`config.mk`:
```
export PLATFORM = sky130hd
export DESIGN_NAME = pic_control_logic
export DESIGN_NICKNAME = d
export VERILOG_FILES = /design/src/rtl/pic_pkg.sv /design/src/rtl/pic_priority_resolver.sv /design/src/rtl/pic_control_logic.sv
export SDC_FILE = /design/constraint.sdc
export NUM_CORES = 1
export LEC_CHECK = 0
export BUFFER_PORTS_ARGS = -buffer_cell sky130_fd_sc_hd__buf_2
export CORE_MARGIN = 5
export CORE_UTILIZATION = 51
export CTS_CLUSTER_SIZE = 24
export DETAILED_ROUTE_END_ITERATION = 12
export HOLD_SLACK_MARGIN = 0.02
export PLACE_DENSITY = 0.76
export SYNTH_ARGS = -nofsm -noshare
export SYNTH_HDL_FRONTEND = slang
export SYNTH_SLANG_ARGS = --single-unit
```
`constraint.sdc`:
```
create_clock -name clk -period 1.7 [get_ports clk]
set_clock_uncertainty 0.15 [all_clocks]
set_input_delay 0 -clock clk [delete_from_list [all_inputs] [get_ports clk]]
set_output_delay 0 -clock clk [all_outputs]
set_load 0.005 [all_outputs]
```
`src/rtl/pic_pkg.sv`:
```
// pic_pkg: constants shared by the 8259 PIC control logic and its bench.
// Holds ICW/OCW field positions, OCW2 command codes, FSM state codes and
// the priority-rank helper used to compare two IR indices.
package pic_pkg;

  localparam int NUM_IR = 8;

  // ICW field positions
  localparam int ICW1_LTIM_BIT = 3;
  localparam int ICW2_BASE_LSB = 3;
  localparam int ICW4_AEOI_BIT = 1;

  // OCW2 command encodings (cfg_data[7:5])
  localparam logic [2:0] OCW2_CLR_ROT_AEOI = 3'b000;
  localparam logic [2:0] OCW2_NS_EOI       = 3'b001;
  localparam logic [2:0] OCW2_NOP          = 3'b010;
  localparam logic [2:0] OCW2_SP_EOI       = 3'b011;
  localparam logic [2:0] OCW2_SET_ROT_AEOI = 3'b100;
  localparam logic [2:0] OCW2_ROT_NS_EOI   = 3'b101;
  localparam logic [2:0] OCW2_SET_PRI      = 3'b110;
  localparam logic [2:0] OCW2_ROT_SP_EOI   = 3'b111;

  // OCW3 read-register select (cfg_data[1:0])
  localparam logic [1:0] OCW3_RD_IRR = 2'b10;
  localparam logic [1:0] OCW3_RD_ISR = 2'b11;

  // Acknowledge sequencer states
  localparam logic [1:0] ST_IDLE = 2'd0;
  localparam logic [1:0] ST_ACK1 = 2'd1;
  localparam logic [1:0] ST_ACK2 = 2'd2;

  // Lowest-priority pointer after reset/ICW1, and the spurious vector id
  localparam logic [2:0] LP_RESET    = 3'd7;
  localparam logic [2:0] SPURIOUS_ID = 3'd7;

  // Rank 0 is the highest priority (index lp+1), rank 7 the lowest (lp)
  function automatic logic [2:0] pri_rank(input logic [2:0] idx, input logic [2:0] lp);
    return idx - lp - 3'd1;
  endfunction

endpackage

```
`src/rtl/pic_priority_resolver.sv`:
```
// pic_priority_resolver: rotating find-first. Scans the request vector
// starting at index lp+1 and wrapping, returning the first set bit.
module pic_priority_resolver
  import pic_pkg::*;
(
  input  logic [NUM_IR-1:0] req,
  input  logic [2:0]        lp,
  output logic              valid,
  output logic [2:0]        index
);

  logic [2:0] pos;

  // Walk from lowest to highest rank so the highest-rank hit is kept last
  always_comb begin
    valid = 1'b0;
    index = 3'd0;
    pos   = 3'd0;
    for (int k = NUM_IR - 1; k >= 0; k--) begin
      pos = lp + 3'd1 + 3'(k);
      if (req[pos]) begin
        valid = 1'b1;
        index = pos;
      end
    end
  end

endmodule

```
`src/rtl/pic_control_logic.sv`:
```
// pic_control_logic: IRR/ISR/IMR, priority resolution, INT generation and the
// two-pulse INTA acknowledge sequence of a single-master 8259 PIC.
// Optional feature macro: PIC_ROTATION_EN (programmable lowest-priority
// pointer and rotate-in-AEOI). Without it the pointer is fixed at 7.
module pic_control_logic
  import pic_pkg::*;
#(
  parameter int NUM_IR_P = NUM_IR
) (
  input  logic              clk,
  input  logic              rst,
  input  logic [NUM_IR-1:0] ir,
  input  logic              inta_n,
  input  logic              a0,
  input  logic [3:0]        icw_stb,
  input  logic [2:0]        ocw_stb,
  input  logic [7:0]        cfg_data,
  input  logic              init_done,
  output logic              int_o,
  output logic [7:0]        vec_o,
  output logic              vec_oe,
  output logic [7:0]        rd_reg
);

  logic [NUM_IR-1:0] imr, irr, isr, ir_prev;
  logic [NUM_IR-1:0] imr_n, irr_n, isr_n;
  logic [4:0]        base, base_n;
  logic              ltim, ltim_n, aeoi, aeoi_n, rd_isr, rd_isr_n;
  logic [2:0]        id, id_n;
  logic [1:0]        state, state_n;
  logic              inta_prev, int_n;
  logic [2:0]        lp;
`ifdef PIC_ROTATION_EN
  logic [2:0]        lp_n;
  logic              rot_aeoi, rot_aeoi_n;
`endif

  logic              cand_valid, isr_valid, req_cond;
  logic [2:0]        cand, isr_top;
  logic              inta_fall, inta_rise;
  logic [2:0]        ocw2_cmd, ocw2_lvl;
  logic              unused_icw3;

  assign unused_icw3 = icw_stb[2] ^ (NUM_IR_P != NUM_IR);

  assign inta_fall = inta_prev & ~inta_n;
  assign inta_rise = ~inta_prev & inta_n;
  assign ocw2_cmd  = cfg_data[7:5];
  assign ocw2_lvl  = cfg_data[2:0];

`ifndef PIC_ROTATION_EN
  assign lp = LP_RESET;
`endif

  pic_priority_resolver u_cand_res (
    .req   (irr & ~imr),
    .lp    (lp),
    .valid (cand_valid),
    .index (cand)
  );

  pic_priority_resolver u_isr_res (
    .req   (isr),
    .lp    (lp),
    .valid (isr_valid),
    .index (isr_top)
  );

  assign req_cond = cand_valid &&
                    (!isr_valid || (pri_rank(cand, lp) < pri_rank(isr_top, lp)));

  assign vec_oe = (state == ST_ACK2) && !inta_n;
  assign vec_o  = vec_oe ? {base, id} : 8'h00;
  assign rd_reg = a0 ? imr : (rd_isr ? isr : irr);

  // Next-state: config writes, then OCW2 EOI, then FSM events; ICW1 overrides all
  always_comb begin
    imr_n    = imr;
    irr_n    = ltim ? ir : (irr | (ir & ~ir_prev));
    isr_n    = isr;
    base_n   = base;
    ltim_n   = ltim;
    aeoi_n   = aeoi;
    rd_isr_n = rd_isr;
    id_n     = id;
    state_n  = state;
`ifdef PIC_ROTATION_EN
    lp_n       = lp;
    rot_aeoi_n = rot_aeoi;
`endif

    if (icw_stb[1]) base_n = cfg_data[7:ICW2_BASE_LSB];
    if (icw_stb[3]) aeoi_n = cfg_data[ICW4_AEOI_BIT];
    if (ocw_stb[0]) imr_n = cfg_data;
    if (ocw_stb[2]) begin
      if (cfg_data[1:0] == OCW3_RD_IRR) rd_isr_n = 1'b0;
      else if (cfg_data[1:0] == OCW3_RD_ISR) rd_isr_n = 1'b1;
    end

    if (ocw_stb[1]) begin
      case (ocw2_cmd)
        OCW2_NS_EOI, OCW2_ROT_NS_EOI: begin
          if (isr_valid) begin
            isr_n[isr_top] = 1'b0;
`ifdef PIC_ROTATION_EN
            if (ocw2_cmd == OCW2_ROT_NS_EOI) lp_n = isr_top;
`endif
          end
        end
        OCW2_SP_EOI, OCW2_ROT_SP_EOI: begin
          if (isr_valid) begin
            isr_n[ocw2_lvl] = 1'b0;
`ifdef PIC_ROTATION_EN
            if (ocw2_cmd == OCW2_ROT_SP_EOI) lp_n = ocw2_lvl;
`endif
          end
        end
        OCW2_SET_PRI: begin
`ifdef PIC_ROTATION_EN
          lp_n = ocw2_lvl;
`endif
        end
        OCW2_SET_ROT_AEOI: begin
`ifdef PIC_ROTATION_EN
          rot_aeoi_n = 1'b1;
`endif
        end
        OCW2_CLR_ROT_AEOI: begin
`ifdef PIC_ROTATION_EN
          rot_aeoi_n = 1'b0;
`endif
        end
        OCW2_NOP: begin
        end
        default: begin
        end
      endcase
    end

    if (!init_done) begin
      state_n = ST_IDLE;
    end else begin
      case (state)
        ST_IDLE: begin
          if (inta_fall) begin
            state_n = ST_ACK1;
            if (cand_valid) begin
              isr_n[cand] = 1'b1;
              irr_n[cand] = 1'b0;
              id_n        = cand;
            end else begin
              id_n = SPURIOUS_ID;
            end
          end
        end
        ST_ACK1: begin
          if (inta_fall) state_n = ST_ACK2;
        end
        ST_ACK2: begin
          if (inta_rise) begin
            state_n = ST_IDLE;
            if (aeoi) begin
              isr_n[id] = 1'b0;
`ifdef PIC_ROTATION_EN
              if (rot_aeoi) lp_n = id;
`endif
            end
          end
        end
        default: state_n = ST_IDLE;
      endcase
    end

    int_n = init_done && (state == ST_IDLE) && !inta_fall && req_cond;

    if (icw_stb[0]) begin
      ltim_n   = cfg_data[ICW1_LTIM_BIT];
      imr_n    = '0;
      isr_n    = '0;
      irr_n    = '0;
      aeoi_n   = 1'b0;
      rd_isr_n = 1'b0;
      state_n  = ST_IDLE;
      int_n    = 1'b0;
`ifdef PIC_ROTATION_EN
      lp_n       = LP_RESET;
      rot_aeoi_n = 1'b0;
`endif
    end
  end

  // Register all control state; reset returns everything to power-up values
  always_ff @(posedge clk or posedge rst) begin
    if (rst) begin
      imr       <= '0;
      irr       <= '0;
      isr       <= '0;
      ir_prev   <= '0;
      base      <= '0;
      ltim      <= 1'b0;
      aeoi      <= 1'b0;
      rd_isr    <= 1'b0;
      id        <= 3'd0;
      state     <= ST_IDLE;
      inta_prev <= 1'b1;
      int_o     <= 1'b0;
    end else begin
      imr       <= imr_n;
      irr       <= irr_n;
      isr       <= isr_n;
      ir_prev   <= ir;
      base      <= base_n;
      ltim      <= ltim_n;
      aeoi      <= aeoi_n;
      rd_isr    <= rd_isr_n;
      id        <= id_n;
      state     <= state_n;
      inta_prev <= inta_n;
      int_o     <= int_n;
    end
  end

`ifdef PIC_ROTATION_EN
  // Programmable lowest-priority pointer and rotate-in-AEOI flag
  always_ff @(posedge clk or posedge rst) begin
    if (rst) begin
      lp       <= LP_RESET;
      rot_aeoi <= 1'b0;
    end else begin
      lp       <= lp_n;
      rot_aeoi <= rot_aeoi_n;
    end
  end
`endif

endmodule

```
==> impl_results.md <==
* Area Overhead vs Synth at 44.8%
* Failing checks: negative setup slack
* Gr ovfl total at 0
* Asr flop ratio synth at 1.00
* Setup CP Type: reg -> reg
* Critical path capture point type: register
* Main synth FF type: dfrtp_1
* Fin crit share at 1.11
* Share of cells above drive strength 1 at 0.369
* CP delay by family, top: flip-flops
* 1st-iter DRT viols at 308
* HPWL after detailed placement at ~6000 um
* Relative slew slack at 0.655
* Total power at 2.75 mW
* Gate Count Post-Synth at 292
* R2R depth at 6
* Synthesized flop and latch total at 47
* R2R Path End: id[0]$_DFFE_PP0P_
* CP Data Arrival Time at 1940 ps
* Core Box Area at 5140 um^2
* Final net count at 444
* Insertion delay to the later sink of the worst-skew pair at 310 ps
* Worst-path fanout max at 5
* Routed wire length at 9160 um
* Non-Filler Instances at around 490
* Via count at 2919
* Actual slew at the worst max-slew pin at roughly 520 ps
* Distinct cells, synth at 53
* H-tree depth at 2
* Cts bufs inserted at 5
* Synthesized net count at approximately 320
* Boundary pin count at 46
* DRC viols at 0
* EDFF count, synth at 0
* DIE HEIGHT at 83.1 um
* Final slew viol count at 0
* Clk pwr share at 0.249
* TritonCTS clock tree: yes
* Final Setup Violations at 12
* GPL Wtd Cong at 0.940
* Switching Fraction at 0.319
* Drt first pass iters at 5
* First-pass GRT wire length at around 14000 um
* Slowest stage delay, CP at 400 ps
* Leakage Power at 1.85 nW
* Vias in the first global route at 2881
* Post-Syn Area at 2720 um^2
* Max Cap Violations at 0
* Worst hold path class: in -> async
* Aggregate global-route resource usage at 0.248
* Critical path, cell by cell: or2b_4 > buf_6 > buf_6 > a22oi_4 > o21ai_2 > mux2_4
* Peak Freq at 528 MHz
* Via density at approximately 6.0
* Placed cell count at 439
* Initial antenna violation count at 0
* Max clock buf depth at 2
* Critical Path Source Type: register
* Synthesized area per cell at 9.32 um^2
* Top cell type's share of synthesized area at 0.423
* Final instance area at roughly 4000 um^2
* Sequential area share after synthesis at 0.432
* CP max stage cell: dfrtp_1
* Seq pwr share at 0.465
* Status: complete, but fails checks
* Initial Util at 0.530
* TritonCTS Sinks at 47
* Die width at around 83 um
* Top cells by area, synth: dfrtp_1, mux2i_1, nand2_1
* Worst path required time at 1750 ps
* Synth warn at 0
* Number of diodes at 0
* Clk pin slew, worst setup/hold paths at 90 ps
* Std-Cell Rows at 26
* Cell Area, Placed at roughly 3400 um^2
* Final WS setup at -193 ps
* Place WS at -114 ps
* WP buf/inv at 2
* PD cells at between 600 and 700 nW/um^2
* Tmin final at roughly 1900 ps
* Largest net degree at the start of global routing at 26
* Hold Vio Cnt, Final at 0
* Fillers at 372
* Logic pwr share at 0.286
* IO buf count at 44
* Post-DR wirelength/cell at 18.9 um
* Reg2reg setup slack at -190 ps
* DRT antenna net count at 0
* Sw power at 0.877 mW
* Maximum vdd ir drop at 0.668 mV
* Most common cell on crit path: buf_6
* Unrepaired setup endpoints after global routing: yes
* Cell taking the most area after synthesis: dfrtp_1
* Die area at 6900 um^2
* Root buf cell: clkbuf_8
* Internal power at 1.87 mW
* Reg2reg start: irr[0]$_DFF_PP0_
==> Yosys cell counts, types with 2 or more instances <==
library cell	n
a21boi_0	2
a21oi_1	11
a221oi_2	2
a22o_1	2
a31oi_1	4
and2_1	9
and3_1	3
buf_2	5
clkbuf_1	7
dfrtp_1	46
ha_1	2
inv_1	13
mux2_2	6
mux2i_1	17
nand2_1	34
nand2b_1	6
nand3_1	7
nand4_1	6
nor2_1	26
nor2_2	2
nor2b_1	8
nor2b_4	2
nor3_1	10
nor3_2	2
o211ai_1	2
o21a_1	4
o21ai_0	18
o21ai_1	3
o2bb2ai_1	3
o311ai_1	3
o31ai_1	4
or2b_4	2
==> what timing repair did <==
| action | in CTS | in global routing |
|---|---|---|
| gates cloned | 0 | 0 |
| gates resized for setup | 11 | 24 |
| buffers inserted | 2 | 7 |
| hold buffers | 29 | 0 |
| endpoints found under the setup margin | 18 | 22 |
| pin swaps | 4 | 8 |
| endpoints found under the hold margin | 85 | 0 |
==> cell families after synthesis <==
logic type,count (synthesis),synth area share
multiplexers,23,0.0873
AO/OA/AOI/OAI,69,0.182
XOR/XNOR,1,0.00322
buffers and inverters,25,0.0368
adder cells (fa/ha/maj),2,0.00919
AND/OR/NAND/NOR,125,0.250
flip-flops,47,0.432
==> state kept, by name, indices dropped and copies added (netlist names) <==
signal / flops
ltim: 1
base: 5
int_o: 1
state: 2
ir_prev: 8
aeoi: 1
irr: 8
isr: 8
rd_isr: 1
inta_prev: 1
id: 3
imr: 8
==> layer usage <==
layer  track usage  wire [um]
met5             0          0
met4         0.123        455
met3        0.0376        755
met2         0.428       4530
met1         0.301       3410
==> cells in the final DEF (no fill, tap or decap), types with 7 or more instances in the layout <==
cell / netlist / layout
buf_4: 0 / 48
dfrtp_1: 46 / 44
buf_2: 5 / 44
nand2_1: 34 / 29
dlygate4sd3_1: 0 / 29
nor2_1: 26 / 24
o21ai_0: 18 / 18
mux2i_1: 17 / 17
inv_1: 13 / 12
nor3_1: 10 / 9
and2_1: 9 / 9
a21oi_1: 11 / 8
nand3_1: 7 / 7
==> how the worst max path moves through the flow <==
stage / from / to / slack (ps) / depth (start not counted)
floorplan: irr[4]$_DFF_PP0_ / int_o$_DFF_PP0_ / -40 / 9
global placement: irr[4]$_DFF_PP0_ / int_o$_DFF_PP0_ / -60 / 9
detailed placement: irr[4]$_DFF_PP0_ / int_o$_DFF_PP0_ / -110 / 9
CTS: irr[0]$_DFF_PP0_ / int_o$_DFF_PP0_ / -100 / 8
global route: irr[0]$_DFF_PP0_ / int_o$_DFF_PP0_ / -270 / 8
finish: irr[0]$_DFF_PP0_ / id[0]$_DFFE_PP0P_ / -190 / 6
==> cell type report <==
| cell class | instances | area (um^2) | share of cell area |
|---|---|---|---|
| multi-input combinational | 220 | 1590 | 0.404 |
| clock buffer | 6 | 72.6 | 0.0184 |
| inverter | 13 | 48.8 | 0.0124 |
| clock inverter | 2 | 12.5 | 0.00317 |
| sequential | 47 | 1180 | 0.299 |
| tap | 70 | 87.6 | 0.0222 |
| timing repair buffer | 127 | 947 | 0.240 |
==> stage by stage <==
step / hold WS [ps] / setup TNS (ps) / util
after global placement: -94.4 / -58.1 / 0.652
after global routing: 168 / -1980 / 0.767
final: 131 / -1220 / 0.767
after floorplan: -146 / -44.9 / -
after CTS: 136 / -202 / 0.737
after detailed placement: -84.3 / -272 / 0.652
==> power by group through the flow <==
stage	Clock, mW	Sequential [mW]	Combinational (mW)
global placement	0	1.29	0.594
CTS	0.683	1.27	0.706
finish	0.686	1.28	0.786
detailed placement	0	1.30	0.614
floorplan	0	1.26	0.379
global route	0.747	1.29	0.839
==> worst register-to-register path: stages, from the launching register on <==
cell and delay (ps):
dfrtp_1 400, or2b_4 320, buf_6 130, buf_6 110, a22oi_4 250, o21ai_2 130, mux2_4 290
Note: power is estimated with default switching activity, not from simulation.
